==> src/rtl/fft_pkg.sv <==
// Shared constants, complex sample type and width helpers
// for the FFT butterfly datapath.
package fft_pkg;

    localparam int WL      = 16;
    localparam int WL_TW   = 14;
    localparam int TW_FRAC = WL_TW - 2;
    localparam int BFLY_LAT = 4;

    typedef struct packed {
        logic signed [WL-1:0] re;
        logic signed [WL-1:0] im;
    } cplx_t;

    function automatic int prod_w(input int dw, input int tw);
        return dw + tw;
    endfunction

    function automatic int tw_frac(input int tw);
        return tw - 2;
    endfunction

endpackage

==> src/rtl/cmul_pipe.sv <==
// Two-register complex multiplier: full-precision products,
// then rescaled sum truncated to one bit above the data width.
module cmul_pipe
    import fft_pkg::*;
#(
    parameter int DW = WL,
    parameter int TW = WL_TW
) (
    input  logic                 clk,
    input  logic                 rst,
    input  logic signed [DW-1:0] b_re,
    input  logic signed [DW-1:0] b_im,
    input  logic signed [TW-1:0] w_re,
    input  logic signed [TW-1:0] w_im,
    output logic signed [DW:0]   t_re,
    output logic signed [DW:0]   t_im
);

    localparam int PW   = prod_w(DW, TW);
    localparam int FRAC = tw_frac(TW);

    logic signed [PW-1:0] p_rc;
    logic signed [PW-1:0] p_is;
    logic signed [PW-1:0] p_rs;
    logic signed [PW-1:0] p_ic;
    logic signed [PW:0]   s_re;
    logic signed [PW:0]   s_im;

    always_ff @(posedge clk or posedge rst) begin
        if (rst) begin
            p_rc <= '0;
            p_is <= '0;
            p_rs <= '0;
            p_ic <= '0;
        end else begin
            p_rc <= PW'(b_re) * PW'(w_re);
            p_is <= PW'(b_im) * PW'(w_im);
            p_rs <= PW'(b_re) * PW'(w_im);
            p_ic <= PW'(b_im) * PW'(w_re);
        end
    end

    // one guard bit keeps the sum exact before rescaling
    always_comb begin
        s_re = (PW+1)'(p_rc) - (PW+1)'(p_is);
        s_im = (PW+1)'(p_rs) + (PW+1)'(p_ic);
    end

    always_ff @(posedge clk or posedge rst) begin
        if (rst) begin
            t_re <= '0;
            t_im <= '0;
        end else begin
            t_re <= (DW+1)'(s_re >>> FRAC);
            t_im <= (DW+1)'(s_im >>> FRAC);
        end
    end

endmodule

==> src/rtl/fft_sec_butterfly.sv <==
// Second-stage radix-2 DIT butterfly: A' = (A + B*W)/2,
// B' = (A - B*W)/2, four-cycle pipeline, twiddle ROM read port.
module fft_sec_butterfly
    import fft_pkg::*;
#(
    parameter int stage_FFT      = 2,
    parameter int SIZE           = 10,
    parameter int word_length    = WL,
    parameter int word_length_tw = WL_TW
) (
    input  logic                          clk,
    input  logic                          rst,
    input  logic                          in_valid,
    input  logic signed [word_length-1:0] in_a_re,
    input  logic signed [word_length-1:0] in_a_im,
    input  logic signed [word_length-1:0] in_b_re,
    input  logic signed [word_length-1:0] in_b_im,
    output logic                          en_rd,
    output logic [stage_FFT-2:0]          rd_ptr_angle,
    input  logic signed [word_length_tw-1:0] cos_data,
    input  logic signed [word_length_tw-1:0] sin_data,
    output logic                          out_valid,
    output logic signed [word_length-1:0] out_a_re,
    output logic signed [word_length-1:0] out_a_im,
    output logic signed [word_length-1:0] out_b_re,
    output logic signed [word_length-1:0] out_b_im,
    output logic                          frame_done
);

    localparam int DW = word_length;

    logic [SIZE-2:0] pair_cnt;
    logic            v1, v2, v3;
    logic            l1, l2, l3;

    logic signed [DW-1:0] a1_re, a1_im;
    logic signed [DW-1:0] a2_re, a2_im;
    logic signed [DW-1:0] a3_re, a3_im;
    logic signed [DW-1:0] b1_re, b1_im;
    logic signed [DW:0]   t_re, t_im;

    logic signed [DW+1:0] sa_re, sa_im;
    logic signed [DW+1:0] sb_re, sb_im;

    assign en_rd        = in_valid;
    assign rd_ptr_angle = pair_cnt[stage_FFT-2:0];

    always_ff @(posedge clk or posedge rst) begin
        if (rst) begin
            pair_cnt <= '0;
        end else if (in_valid) begin
            pair_cnt <= pair_cnt + 1'b1;
        end
    end

    // S1: capture the pair while the ROM answers
    always_ff @(posedge clk or posedge rst) begin
        if (rst) begin
            v1    <= 1'b0;
            l1    <= 1'b0;
            a1_re <= '0;
            a1_im <= '0;
            b1_re <= '0;
            b1_im <= '0;
        end else begin
            v1 <= in_valid;
            l1 <= in_valid & (&pair_cnt);
            if (in_valid) begin
                a1_re <= in_a_re;
                a1_im <= in_a_im;
                b1_re <= in_b_re;
                b1_im <= in_b_im;
            end
        end
    end

    cmul_pipe #(
        .DW(word_length),
        .TW(word_length_tw)
    ) u_cmul (
        .clk (clk),
        .rst (rst),
        .b_re(b1_re),
        .b_im(b1_im),
        .w_re(cos_data),
        .w_im(sin_data),
        .t_re(t_re),
        .t_im(t_im)
    );

    // A and the control bits ride alongside the multiplier
    always_ff @(posedge clk or posedge rst) begin
        if (rst) begin
            v2    <= 1'b0;
            v3    <= 1'b0;
            l2    <= 1'b0;
            l3    <= 1'b0;
            a2_re <= '0;
            a2_im <= '0;
            a3_re <= '0;
            a3_im <= '0;
        end else begin
            v2    <= v1;
            v3    <= v2;
            l2    <= l1;
            l3    <= l2;
            a2_re <= a1_re;
            a2_im <= a1_im;
            a3_re <= a2_re;
            a3_im <= a2_im;
        end
    end

    always_comb begin
        sa_re = (DW+2)'(a3_re) + (DW+2)'(t_re);
        sa_im = (DW+2)'(a3_im) + (DW+2)'(t_im);
        sb_re = (DW+2)'(a3_re) - (DW+2)'(t_re);
        sb_im = (DW+2)'(a3_im) - (DW+2)'(t_im);
    end

    // S4: halve with floor rounding, wrap to data width
    always_ff @(posedge clk or posedge rst) begin
        if (rst) begin
            out_valid  <= 1'b0;
            frame_done <= 1'b0;
            out_a_re   <= '0;
            out_a_im   <= '0;
            out_b_re   <= '0;
            out_b_im   <= '0;
        end else begin
            out_valid  <= v3;
            frame_done <= v3 & l3;
            if (v3) begin
                out_a_re <= DW'(sa_re >>> 1);
                out_a_im <= DW'(sa_im >>> 1);
                out_b_re <= DW'(sb_re >>> 1);
                out_b_im <= DW'(sb_im >>> 1);
            end
        end
    end

endmodule

==> config.mk <==
export PLATFORM = sky130hd
export DESIGN_NAME = fft_sec_butterfly
export DESIGN_NICKNAME = d
export VERILOG_FILES = /design/src/rtl/fft_pkg.sv /design/src/rtl/cmul_pipe.sv /design/src/rtl/fft_sec_butterfly.sv
export SDC_FILE = /design/constraint.sdc
export NUM_CORES = 2
export LEC_CHECK = 0
export CAP_MARGIN = 20
export CORE_AREA = 3 3 428 430
export CTS_CLUSTER_DIAMETER = 200
export DETAILED_ROUTE_END_ITERATION = 8
export DIE_AREA = 0 0 431 433
export SLEW_MARGIN = 20
export SYNTH_ARGS = -nofsm -noshare
export SYNTH_HDL_FRONTEND = slang
export SYNTH_SLANG_ARGS = --single-unit
==> constraint.sdc <==
create_clock -name clk -period 36.3 [get_ports clk]
set_input_delay 9.075 -clock clk [delete_from_list [all_inputs] [get_ports clk]]
set_output_delay 9.075 -clock clk [all_outputs]
set_load 0.005 [all_outputs]
# Word level (Yosys, flattened, before mapping)
# Cells that the tools add are included.
dict set report totals {
  output_inout_bits 68
  in_bits 95
  ramBits 0
  n_memories 0
  romBits 0
  register_bits 359
  latchBits 0
  wordCells 41
}
dict set report op_classes {
  magnitude_cmp 0
  n_mux 0
  bitwise 2
  n_mul 4
  eq_ne 0
  addsub 7
  reduce_logical 1
  div 0
  shift 0
}
# cell count
set op_table {}
lappend op_table {{$mul 16x14->29} 4}
lappend op_table {{$add 16x17->17} 2}
lappend op_table {{$sub 16x17->17} 2}
lappend op_table {{$add 29x29->29} 1}
lappend op_table {{$sub 29x29->29} 1}
lappend op_table {{$add 9x1->9 const B} 1}
lappend op_table {{$reduce_and 9->1} 1}
lappend op_table {{$and 1x1->1} 2}

# Longest topological paths before layout
dict set report logic_depth {
  depth_word 2
  depth_mapped 24
  depth_no_buf 23
}

# Cells and area by module
# A second synthesis with hierarchy kept.
dict set report unflattened {
  hier_cells 5020
  hier_area_um2 48904.4
}
# module area_each_um2 cells_per_inst instances
set modules_own_cells {}
lappend modules_own_cells {cmul_pipe 38529.5 4093 1}
lappend modules_own_cells {fft_sec_butterfly 10375.0 927 1}

# Worst setup path before layout
# Ideal clock, no wire load.
dict set report synth_path {
  path_kind {input-to-output}
  start {input port in_valid}
  end {output port en_rd}
  required_time_ns 27.225
  slack_ns 18.039
  cell_stages 1
  n_path_buf 1
  arrival_ns 9.186
  cell_sequence {buf_4}
}
# element line_no
set synth_lines {}
lappend synth_lines {{from (decl)} fft_sec_butterfly.sv:13} ;# input logic in_valid,
lappend synth_lines {{to (decl)} fft_sec_butterfly.sv:18} ;# output logic en_rd,
# No word-level cell between the ends.

# Final worst setup path
dict set report layout_path {
  start {input port in_valid}
  end {output port en_rd}
}
# No word-level cell between the ends.

==> flow_results.xml <==
<?xml version="1.0" encoding="UTF-8"?>
<metrics>
  <group name="outcome">
    <metric name="run_status" unit="">complete, no violations</metric>
  </group>
  <group name="logic_synthesis">
    <metric name="synth.avg_cell_area" unit="um^2">9.778</metric>
    <metric name="post_synth_inst_count" unit="">4947</metric>
    <metric name="synth_simple_gate_area_share" unit="%">13.15</metric>
    <metric name="synth.yosys.warnings" unit="">0</metric>
    <metric name="synth-adder-area-share" unit="%">45.73</metric>
    <metric name="synth.net_count" unit="">6294</metric>
    <metric name="synth.area.mux_share" unit="%">2.131</metric>
    <metric name="synth_top_flop_cell" unit="">sky130_fd_sc_hd__dfrtp_1</metric>
    <metric name="postSynthRegisterBits" unit="">359</metric>
    <metric name="synthesis.area" unit="mm^2">0.04837</metric>
    <metric name="synth_top_family_by_area" unit="">adder cells</metric>
    <metric name="synth_enable_flop_cells" unit="">0</metric>
    <metric name="synth_compound_gate_area_share" unit="%">6.433</metric>
    <metric name="synthDistinctLibCells" unit="">83</metric>
    <metric name="postSynth.asyncResetShare" unit="%">100.0</metric>
    <metric name="portion_of_the_post_synthesis_area_used_by_sequential_elements" unit="%">18.57</metric>
    <metric name="post_synth_xor_area_fraction" unit="%">4.020</metric>
  </group>
  <group name="sta">
    <metric name="setup_total_negative_slack" unit="ps">0</metric>
    <metric name="hold_slack" unit="ps">344.3</metric>
    <metric name="hold_viol_final" unit="">0</metric>
    <metric name="grt_setup_unrepaired" unit="">false</metric>
    <metric name="layout_min_cycle_time" unit="ps">18980</metric>
    <metric name="slew_headroom" unit="%">27.32</metric>
    <metric name="final.period_utilization" unit="%">52.29</metric>
    <metric name="setup-violations-final" unit="">0</metric>
    <metric name="finalClockSkew" unit="ps">62.17</metric>
    <metric name="post-route-worst-setup-slack" unit="ps">17320</metric>
    <metric name="worst_slew_pin_slew" unit="ps">1089</metric>
    <metric name="final-max-slew-violation-count" unit="">0</metric>
    <metric name="max_freq" unit="GHz">0.05268</metric>
  </group>
  <group name="global_route">
    <metric name="first_global_vias" unit="">36150</metric>
    <metric name="number_of_antenna_violations_at_the_first_check_in_global_routing" unit="">10</metric>
    <metric name="grt_util_all_layers" unit="%">13.51</metric>
    <metric name="grt_total_ovfl" unit="">0</metric>
    <metric name="grt_max_degree" unit="">109</metric>
    <metric name="grt_first_pass_wirelength" unit="um">200600</metric>
  </group>
  <group name="floorplan">
    <metric name="fp.dieArea" unit="mm^2">0.1866</metric>
    <metric name="core_region" unit="mm^2">0.1802</metric>
    <metric name="core.rowCount" unit="">156</metric>
    <metric name="die_width" unit="um">431</metric>
    <metric name="die-height" unit="um">433</metric>
    <metric name="floorplan.initialDensity" unit="%">26.85</metric>
    <metric name="top_level_i_o_count" unit="">163</metric>
  </group>
  <group name="clock_network">
    <metric name="clock_tree.buffer_depth" unit="">3</metric>
    <metric name="postCtsHoldBufs" unit="">0</metric>
    <metric name="cts_resized" unit="">0</metric>
    <metric name="cts_max_level" unit="">2</metric>
    <metric name="cts_setup_buffers" unit="">0</metric>
    <metric name="ctsRootBufferMaster" unit="">sky130_fd_sc_hd__clkbuf_16</metric>
    <metric name="clkSinkCount" unit="">359</metric>
    <metric name="clk_latency" unit="ps">660</metric>
    <metric name="tritoncts_clock_tree" unit="">done</metric>
    <metric name="cts_made_buffers" unit="">44</metric>
    <metric name="clkTransAtPathRegs" unit="ps">60</metric>
  </group>
  <group name="detailed_routing">
    <metric name="routed_wirelength" unit="um">121500</metric>
    <metric name="drtAntennaViolNets" unit="">0</metric>
    <metric name="post-route-drc-count" unit="">0</metric>
    <metric name="avgRoutedWirePerCell" unit="um">16.38</metric>
    <metric name="detail_route.iter0.violations" unit="">1631</metric>
    <metric name="avgViaCountPerCell" unit="">4.428</metric>
    <metric name="num_vias" unit="">32830</metric>
    <metric name="drt_first_pass_iters" unit="">5</metric>
  </group>
  <group name="setup_path">
    <metric name="cp-end-kind" unit="">output pin</metric>
    <metric name="critical_path.max_fanout" unit="">22</metric>
    <metric name="timing.critical_path.max_delay_family" unit="">buffers and inverters</metric>
    <metric name="worst-setup-path-type" unit="">input port to output pin</metric>
    <metric name="critical_path_required" unit="ps">27230</metric>
    <metric name="crit_start" unit="">in_valid</metric>
    <metric name="critical_path.max_stage_delay" unit="ps">560</metric>
    <metric name="path_cells" unit="">buf_4 &gt; clkdlybuf4s50_1</metric>
    <metric name="worstReg2RegStart" unit="">b1_re[8]</metric>
    <metric name="critical_path.n_buffers_inverters" unit="">2</metric>
    <metric name="cp-start-kind" unit="">input port</metric>
    <metric name="worstPathArrival" unit="ps">9910</metric>
    <metric name="critical-path-slowest-cell" unit="">sky130_fd_sc_hd__clkdlybuf4s50_1</metric>
  </group>
  <group name="cells_and_area">
    <metric name="area.sequential" unit="mm^2">0.008987</metric>
    <metric name="synthToLayoutAreaGrowth" unit="%">12.12</metric>
    <metric name="final_cell_mix" unit="">1063 x sky130_fd_sc_hd__inv_1, 860 x sky130_fd_sc_hd__fa_1, 453 x sky130_fd_sc_hd__nand2_1</metric>
    <metric name="drive_above_1_share" unit="%">5.475</metric>
    <metric name="layout.cells.most_common" unit="">sky130_fd_sc_hd__inv_1</metric>
    <metric name="multiInputGateArea" unit="mm^2">0.03457</metric>
    <metric name="fill_cells" unit="">18660</metric>
    <metric name="finish.net_count" unit="">6352</metric>
  </group>
  <group name="worst_hold_path">
    <metric name="hp-class" unit="">register to register</metric>
    <metric name="hold_start" unit="">a2_re[1]</metric>
  </group>
  <group name="place">
    <metric name="dp.final_hpwl" unit="um">95250</metric>
    <metric name="placement.io_buffers" unit="">162</metric>
    <metric name="dp_slack" unit="ps">17300</metric>
    <metric name="routabilityCongestion" unit="">0.8664</metric>
  </group>
  <group name="run">
    <metric name="cap_viol_max_count" unit="">0</metric>
  </group>
</metrics>
-- flip-flops by register name, indices dropped and copies added, names as in the netlist, 9 cells and up --
| register | count |
|---|---|
| a2_im | 16 |
| pair_cnt | 9 |
| a3_re | 16 |
| u_cmul.p_is | 29 |
| out_a_re | 16 |
| a1_im | 16 |
| a3_im | 16 |
| u_cmul.p_ic | 29 |
| u_cmul.t_re | 17 |
| a2_re | 16 |
| out_b_im | 16 |
| b1_re | 16 |
| u_cmul.p_rs | 29 |
| out_b_re | 16 |
| u_cmul.p_rc | 29 |
| a1_re | 16 |
| u_cmul.t_im | 17 |
| b1_im | 16 |
| out_a_im | 16 |
-- cells in the mapped netlist (all sizes together) (8+ instances only) --
cell type  count  share of area, %
inv         1065               8.3
fa           860                36
nand2        453               3.5
and2         452               5.8
ha           392                10
dfrtp        359                19
clkbuf       207               1.6
nor2         179               1.4
xnor2        178               3.2
a21oi        162               1.7
mux2          88               2.0
o21ai         79              0.85
a21o          46              0.71
nand2b        46              0.59
xor2          44              0.80
nor3          34              0.35
nand3         30              0.31
nor2b         26              0.34
o21bai        23              0.36
o21a          21              0.33
a31oi         16              0.24
a211oi        14              0.25
and3          13              0.17
nand4         12              0.16
a21boi        11              0.18
o211ai        11              0.17
o31ai         10              0.16
a31o           8              0.14
buf            8             0.080
-- per-layer routing --
metal	vias to the layer above	share of wire [%]	GRT usage, %
li1	15030	-	-
met1	17020	43	17.29
met2	624	50	23.86
met3	156	4.0	1.652
met4	0	2.9	3.908
met5	-	0	0
-- cell families (layout without fill, tap and decap cells) --
group | Yosys count | in the layout
buf+inv | 1282 | 1376
simple gates | 1277 | 1277
fa+ha+maj | 1252 | 1252
compound gates | 463 | 463
flops | 359 | 359
xor+xnor | 222 | 222
mux | 92 | 92
other cells | 0 | 4
-- final timing paths --
| kind | to | slack, ps | depth (start not counted) |
|---|---|---|---|
| worst max-delay path | en_rd | 17320 | 2 |
| worst min-delay path | a3_re[1] | 340 | 0 |
| worst max register to register | u_cmul.p_rs[28] | 29370 | 22 |
| worst min register to register | a3_re[1] | 340 | 0 |
| max in group asynchronous | v3 | 25040 | 4 |
| min in group asynchronous | u_cmul.p_is[0] | 8980 | 2 |
-- per-stage QoR --
stage	area [um^2]	cells	utilization (%)
after global routing	54230	7414	30.10
after floorplan	48370	4947	-
after CTS	54230	7411	30.10
after detailed placement	52630	7329	29.21
final	54240	7415	30.10
after global placement	52630	7329	29.21
-- area by class of cell --
| type | count | area share (%) |
|---|---|---|
| multi-input combinational | 3306 | 63.73 |
| sequential | 359 | 16.57 |
| inverter | 1067 | 7.398 |
| tap | 2370 | 5.467 |
| timing repair buffer | 227 | 3.866 |
| clock buffer | 56 | 2.242 |
| clock inverter | 26 | 0.7013 |
| antenna | 4 | 0.01846 |
Power is not shown: default switching activity piles up to over one toggle a cycle in this logic, so the estimate is an artifact.
